File: src/rtl/named_block_rr_arbiter.sv
// Round-robin arbiter that shares one capture path among four requesters.
// Each requester's captured data lives in a named generate scope and is read back by hierarchical name.
module named_block_rr_arbiter #(
    parameter int NREQ  = 4,
    parameter int WIDTH = 8,
    parameter int HOLD  = 2
) (
    input  logic                  clk,
    input  logic                  rst,
    input  logic [NREQ-1:0]       req,
    input  logic [NREQ*WIDTH-1:0] data_in,
    output logic [NREQ-1:0]       grant,
    output logic                  valid,
    output logic [WIDTH-1:0]      out_data,
    output logic [1:0]            out_sel,
    output logic [WIDTH-1:0]      out1,
    output logic [WIDTH-1:0]      out2,
    output logic [WIDTH-1:0]      out3,
    output logic [WIDTH-1:0]      out4,
    output logic                  dbg_busy,
    output logic [1:0]            dbg_ptr
);

    localparam int CW = $clog2(HOLD + 1);

    if (NREQ != 4) begin : g_bad_nreq
        $error("named_block_rr_arbiter: NREQ must be 4");
    end
    if (HOLD < 1 || HOLD > 15) begin : g_bad_hold
        $error("named_block_rr_arbiter: HOLD must be in 1..15");
    end

    typedef enum logic {IDLE = 1'b0, BUSY = 1'b1} state_t;

    state_t            state_q, state_d;
    logic [1:0]        ptr_q, ptr_d;
    logic [1:0]        gidx_q, gidx_d;
    logic [CW-1:0]     cnt_q, cnt_d;
    logic [NREQ-1:0]   grant_q, grant_d;
    logic              valid_q, valid_d;
    logic [WIDTH-1:0]  out_data_q, out_data_d;
    logic [1:0]        out_sel_q, out_sel_d;
    logic [NREQ-1:0]   cap_vec;
    logic              win_found;
    logic [1:0]        win_idx;
    logic [1:0]        scan_idx;

    always_comb begin
        state_d    = state_q;
        ptr_d      = ptr_q;
        gidx_d     = gidx_q;
        cnt_d      = cnt_q;
        grant_d    = grant_q;
        valid_d    = 1'b0;
        out_data_d = out_data_q;
        out_sel_d  = out_sel_q;
        cap_vec    = '0;
        win_found  = 1'b0;
        win_idx    = ptr_q;
        scan_idx   = ptr_q;

        // Rotating priority scan: the 2-bit add wraps naturally modulo 4.
        for (int k = 0; k < NREQ; k++) begin
            scan_idx = ptr_q + 2'(k);
            if (!win_found && req[scan_idx]) begin
                win_found = 1'b1;
                win_idx   = scan_idx;
            end
        end

        case (state_q)
            IDLE: begin
                if (win_found) begin
                    state_d = BUSY;
                    grant_d = NREQ'(1) << win_idx;
                    gidx_d  = win_idx;
                    cnt_d   = CW'(HOLD - 1);
                end
            end
            BUSY: begin
                if (req[gidx_q]) begin
                    cap_vec[gidx_q] = 1'b1;
                    out_data_d      = data_in[gidx_q*WIDTH +: WIDTH];
                    out_sel_d       = gidx_q;
                    valid_d         = 1'b1;
                end
                // A dropped request ends the grant even if hold cycles remain.
                if (cnt_q == '0 || !req[gidx_q]) begin
                    state_d = IDLE;
                    grant_d = '0;
                    ptr_d   = gidx_q + 2'd1;
                end else begin
                    cnt_d = cnt_q - CW'(1);
                end
            end
            default: state_d = IDLE;
        endcase
    end

    always_ff @(posedge clk or posedge rst) begin
        if (rst) begin
            state_q    <= IDLE;
            ptr_q      <= '0;
            gidx_q     <= '0;
            cnt_q      <= '0;
            grant_q    <= '0;
            valid_q    <= 1'b0;
            out_data_q <= '0;
            out_sel_q  <= '0;
        end else begin
            state_q    <= state_d;
            ptr_q      <= ptr_d;
            gidx_q     <= gidx_d;
            cnt_q      <= cnt_d;
            grant_q    <= grant_d;
            valid_q    <= valid_d;
            out_data_q <= out_data_d;
            out_sel_q  <= out_sel_d;
        end
    end

    for (genvar i = 0; i < NREQ; i++) begin : g_slot
        logic [WIDTH-1:0] slot_q, slot_d;

        always_comb begin
            slot_d = slot_q;
            if (cap_vec[i]) slot_d = data_in[i*WIDTH +: WIDTH];
        end

        always_ff @(posedge clk or posedge rst) begin
            if (rst) slot_q <= '0;
            else     slot_q <= slot_d;
        end
    end

    assign out1     = g_slot[0].slot_q;
    assign out2     = g_slot[1].slot_q;
    assign out3     = g_slot[2].slot_q;
    assign out4     = g_slot[3].slot_q;
    assign grant    = grant_q;
    assign valid    = valid_q;
    assign out_data = out_data_q;
    assign out_sel  = out_sel_q;
    assign dbg_busy = (state_q == BUSY);
    assign dbg_ptr  = ptr_q;

endmodule

File: config.mk
export PLATFORM = sky130hd
export DESIGN_NAME = named_block_rr_arbiter
export DESIGN_NICKNAME = d
export VERILOG_FILES = /design/src/rtl/named_block_rr_arbiter.sv
export SDC_FILE = /design/constraint.sdc
export NUM_CORES = 1
export LEC_CHECK = 0
export BUFFER_PORTS_ARGS = -buffer_cell sky130_fd_sc_hd__buf_4
export CORE_ASPECT_RATIO = 0.7
export CORE_UTILIZATION = 53
export DETAILED_ROUTE_END_ITERATION = 16
export GPL_ROUTABILITY_DRIVEN = 1
export PLACE_DENSITY = 0.9
export SETUP_SLACK_MARGIN = 0.2
export SLEW_MARGIN = 40
export SYNTH_ARGS = -nofsm -noshare
export SYNTH_HDL_FRONTEND = slang
export SYNTH_SLANG_ARGS = --single-unit
File: constraint.sdc
create_clock -name clk -period 4.45 [get_ports clk]
set_input_delay 0.2225 -clock clk [delete_from_list [all_inputs] [get_ports clk]]
set_output_delay 0.2225 -clock clk [all_outputs]
set_load 0.01 [all_outputs]
# Word level (Yosys, flattened, before mapping)
# Cells that the tools add are included.
# classes
eq_ne,3
bitwise,1
addsub,5
n_reduce_logical,15
n_shift,2
mux,32
n_lt_le_gt_ge,6
# ops
cell,count
variable part select 32 x 6 -> 8 bit,1
two-way mux 4 bit,4
"< comparator 2 x 3 -> 1 bit, second input constant",5
two-way mux 1 bit,14
binary-select mux 1 bit (select 2 bit),5
two-way mux 2 bit,5
AND reduction 2 bit,5
case mux 4 bit (2 select lines),1
"adder 2 x 1 -> 2 bit, second input constant",2
"adder 2 bit, second input constant",2
logical AND 1 bit,4
zero test 1 bit,4
"!= test 2 bit, second input constant",2
case mux 2 bit (2 select lines),1
"<< shifter 1 x 2 -> 4 bit, first input constant",1
demux 1 bit (select 2 bit),1
">= comparator 2 x 1 -> 1 bit, second input constant",1
zero test 2 bit,1
"!= test 2 x 1 -> 1 bit, second input constant",1
case mux 1 bit (2 select lines),1
"subtractor 2 x 1 -> 2 bit, second input constant",1
logical OR 1 bit,1
NOT 1 bit,1
# word_totals
ff_bits,54
input_bits,38
output_inout_bits,50

# Longest topological paths before layout
# logic_depth
ltp_word,15
depth_mapped,6
mapped_depth_nobuf,6

# Worst setup path after synthesis
# OpenSTA, ideal clock, no wires.
# synth_timing
path_kind,register to register
from,reg gidx_q[0]
to,"reg g_slot[0].slot_q[0], in the netlist out1[0]"
synth_period_minus_slack_ns,1.718
path_stages_with_launch,6
path_slack_ns,2.732
arrival_ns,1.593
path_buffers,0
path_cell_list,dfrtp_1 > mux4_2 > nand2_4 > inv_4 > nand2_4 > mux2_2
# synth_via
elab_chain_cells,6
elab_cells_between_ends,9
# synth_lines
item,line,rtl
from (decl),37,"logic [1:0] gidx_q, gidx_d;"
from (signal assigned),113,gidx_q <= gidx_d;
< comparator 2 x 3 -> 1 bit (not written as such) / >= comparator 2 x 1 -> 1 bit (equally long branches),82,cap_vec[gidx_q] = 1'b1;
logical AND 1 bit (not written as such),82,
two-way mux 1 bit (not written as such),82,
demux 1 bit (select 2 bit),82,
two-way mux 4 bit (*),81,if (req[gidx_q]) begin
two-way mux 4 bit (*),71,case (state_q)
to (signal assigned),132,else slot_q <= slot_d;
to (decl),123,"logic [WIDTH-1:0] slot_q, slot_d;"
# Mark *: on every way between the ends. The rest lies on a longest branch, timed or not. The select of a mux whose other input is x is not followed.
# A chain may end at the register's enable or synchronous reset.

# Worst setup path in the final report
# layout_timing
from,reg gidx_q[0]
to,"reg g_slot[1].slot_q[1], in the netlist out2[1]"
# layout_via
elab_chain_cells,6
elab_cells_between_ends,9
# layout_lines
item,line
< comparator 2 x 3 -> 1 bit (not written as such) / >= comparator 2 x 1 -> 1 bit (equally long branches),82
logical AND 1 bit (not written as such),82
two-way mux 1 bit (not written as such),82
demux 1 bit (select 2 bit),82
two-way mux 4 bit (*),81
two-way mux 4 bit (*),71
to (signal assigned),132
to (decl),123
# Marks and branches as above.

==> results.json <==
{
  "cp-start-kind": "register",
  "cp-startpoint": "gidx_q[0]",
  "r2r_start": "gidx_q[0]",
  "syn_area_mm2": 0.00244,
  "synthTopCellsByArea": "dfrtp_1 55%, mux2_2 14%, mux4_2 8.3%",
  "netlist.area_leader.share": 0.553,
  "max_freq_mhz": 407,
  "fin_crit_sh": 0.552,
  "io_pins": 88,
  "numCtsBuffers": 5,
  "synth_seq_area_share": 0.553,
  "grt_usage": 0.257,
  "finalHoldViolations": 0,
  "cts_resized": 0,
  "min_period_ns": 2.46,
  "synthFlopType": "dfrtp_1",
  "worst_r2r_path_depth": 5,
  "avgViaCountPerCell": 5.56,
  "tightest_slew_ns": 0.729,
  "clk_latency_ns": 0.31,
  "num_rows": 20,
  "cts_max_path_buffers": 2,
  "drc": 0,
  "initial_core_util": 0.558,
  "hold_class": "input port to async pin",
  "grt_pass1_wl_mm": 9.32,
  "rsz0062_at_grt": "false",
  "crit_arrival_ns": 2.65,
  "fin_util": 0.742,
  "htreeDepth": 2,
  "reg2reg_slack_ns": 1.99,
  "power_density_mw_per_mm2": 731,
  "vdd_drop_max_mv": 0.391,
  "critical_path_class": "register to register",
  "power.share.sequential": 0.391,
  "maxCapViolCount": 0,
  "clockRootBuffer": "clkbuf_8",
  "crit_slowest_cell": "dfrtp_1",
  "instances_no_fill": 327,
  "grt_pass1_vias": 1888,
  "synth_cells": 181,
  "wl_mm": 5.81,
  "p_sw_mw": 0.874,
  "finalClockSkew_ns": 0.00832,
  "p_int_mw": 1.50,
  "crit_chain": "mux4_2, nand2_4, inv_4, nand2_4, mux2_2",
  "tritoncts": "built",
  "p_clk_frac": 0.126,
  "area_growth_pct": 32.9,
  "final_common_cell": "buf_4",
  "antenna_found_initial": 0,
  "p_comb_frac": 0.483,
  "highest-signal-layer": "met4",
  "p_total_mw": 2.37,
  "place_hpwl_mm": 4.33,
  "finalSetupTns_ns": 0,
  "grt-ovfl-total": 0,
  "synth-edff-count": 0,
  "first_iter_violations": 109,
  "final_cell_mix": "87 x buf_4, 54 x dfrtp_1, 31 x mux2_2",
  "fp.dieW_um": 83.2,
  "synth_area_leader_cell": "dfrtp_1",
  "required_ns": 4.65,
  "fillCellCount": 282,
  "first_pass_iters": 4,
  "whs_ns": 0.00497,
  "postRouteAntennaNets": 0,
  "die-area_mm2": 0.00489,
  "n_antenna_cell": 0,
  "status": "finished, final reports clean",
  "vias": 1819,
  "fp.coreArea_mm2": 0.00438,
  "cts.sinks": 54,
  "syn_avg_cell_area_um2": 13.5,
  "globalplace.congestion": 0.794,
  "ys_ff_latch": 54,
  "crit_path_max_incr_delay_ns": 0.82,
  "cp-end-kind": "register",
  "die_y_um": 58.8,
  "io_buffers": 87,
  "p_leak_nw": 1.63,
  "met2WireLength_mm": 2.85,
  "synth-async-reset-ratio": 1.00,
  "grt_start_max_net_pins": 55,
  "relSlewSlack": 0.514,
  "drive_above_1_share": 0.537,
  "slew_violations": 0,
  "r2r-end": "out2[1]",
  "wl_met3_um": 374,
  "m1WireLength_mm": 2.45,
  "crit_end": "out2[1]",
  "ctsHoldBuffers": 0,
  "final_nets": 314,
  "place_inst": 319,
  "switching_share": 0.368,
  "cpMostUsedCell": "nand2_4",
  "yosys_warnings": 0,
  "clk_pin_slew_ns": 0.10,
  "wire_per_inst_um": 17.8,
  "mappedNetlistNets": 224,
  "cp_max_fo": 15,
  "postCtsSetupBuffers": 0,
  "ys_types": 31,
  "setup_violations": 0
}
-- per-stage QoR --
stage | worst slack (ns) | instance area (µm²)
4_1_cts | 1.98 | 3250
6_report | 1.99 | 3250
5_1_grt | 1.85 | 3250
3_3_place_gp | 2.08 | 3140
3_5_place_dp | 2.01 | 3140
2_1_floorplan | 2.73 | 2440
-- cell usage after synthesis (2+ instances only) --
master	count
ha_1	5
buf_2	2
dfrtp_1	54
mux2_1	2
a21o_1	2
mux4_2	9
mux2_2	31
inv_1	7
nand2_4	5
o21ai_0	7
nor2b_1	3
nand2_1	29
a21oi_1	3
a22o_1	2
nor2_1	3
o2bb2ai_1	2
-- state kept, by name, summed over array words and instances (netlist names) --
| register | flops |
|---|---|
| dbg_ptr | 2 |
| out1 | 8 |
| out_sel | 2 |
| dbg_busy | 1 |
| out4 | 8 |
| out2 | 8 |
| cnt_q | 2 |
| valid | 1 |
| out3 | 8 |
| out_data | 8 |
| grant | 4 |
| gidx_q | 2 |
-- how the worst min path moves through the flow --
stage	slack, ns	to	depth (start not counted)	startpoint
after floorplan	0.35	out1[3]	1	data_in[3]
after global placement	0.45	out1[3]	2	data_in[3]
after detailed placement	0.36	out1[2]	2	rst
after CTS	0.03	out1[2]	2	rst
after global routing	0.05	out_data[4]	2	rst
final	0.005	out2[2]	2	rst
-- worst max-delay path, delay by kind of cell (launching register included) --
kind | cells | cell delay (ns)
mux | 2 | 1.01
flops | 1 | 0.82
simple gates | 2 | 0.38
buf+inv | 1 | 0.13
-- routing by layer --
| metal | GRT usage | vias up |
|---|---|---|
| met5 | 0 | - |
| met4 | 0.123 | 0 |
| met3 | 0.0617 | 15 |
| met2 | 0.439 | 72 |
| met1 | 0.318 | 913 |
| li1 | - | 819 |
-- power groups by stage --
| stage | sequential (mW) | combinational [mW] | clock, mW |
|---|---|---|---|
| 3_5_place_dp | 0.934 | 1.15 | 0 |
| 4_1_cts | 0.928 | 1.15 | 0.305 |
| 2_1_floorplan | 0.979 | 0.591 | 0 |
| 6_report | 0.928 | 1.15 | 0.300 |
| 5_1_grt | 0.962 | 1.23 | 0.322 |
| 3_3_place_gp | 0.924 | 1.10 | 0 |
-- cell type report --
type / count / area [µm²] / share of cell area
repair buffers: 87 / 653 / 0.201
clock buffers: 7 / 96.3 / 0.0297
multi-input cells: 115 / 1030 / 0.319
flip-flops and latches: 54 / 1350 / 0.416
clock inverters: 1 / 8.76 / 0.00270
inverters: 8 / 35.0 / 0.0108
well taps: 55 / 68.8 / 0.0212
-- logic make-up after synthesis --
group	count (synthesis)	synth area share
buffers and inverters	12	0.0236
adders and majority gates	5	0.0256
and+or+nand+nor	45	0.0942
AOI/OAI and AO/OA	22	0.0645
DFF	54	0.553
muxes	43	0.239
No activity file was read; power rests on OpenSTA's default activity.
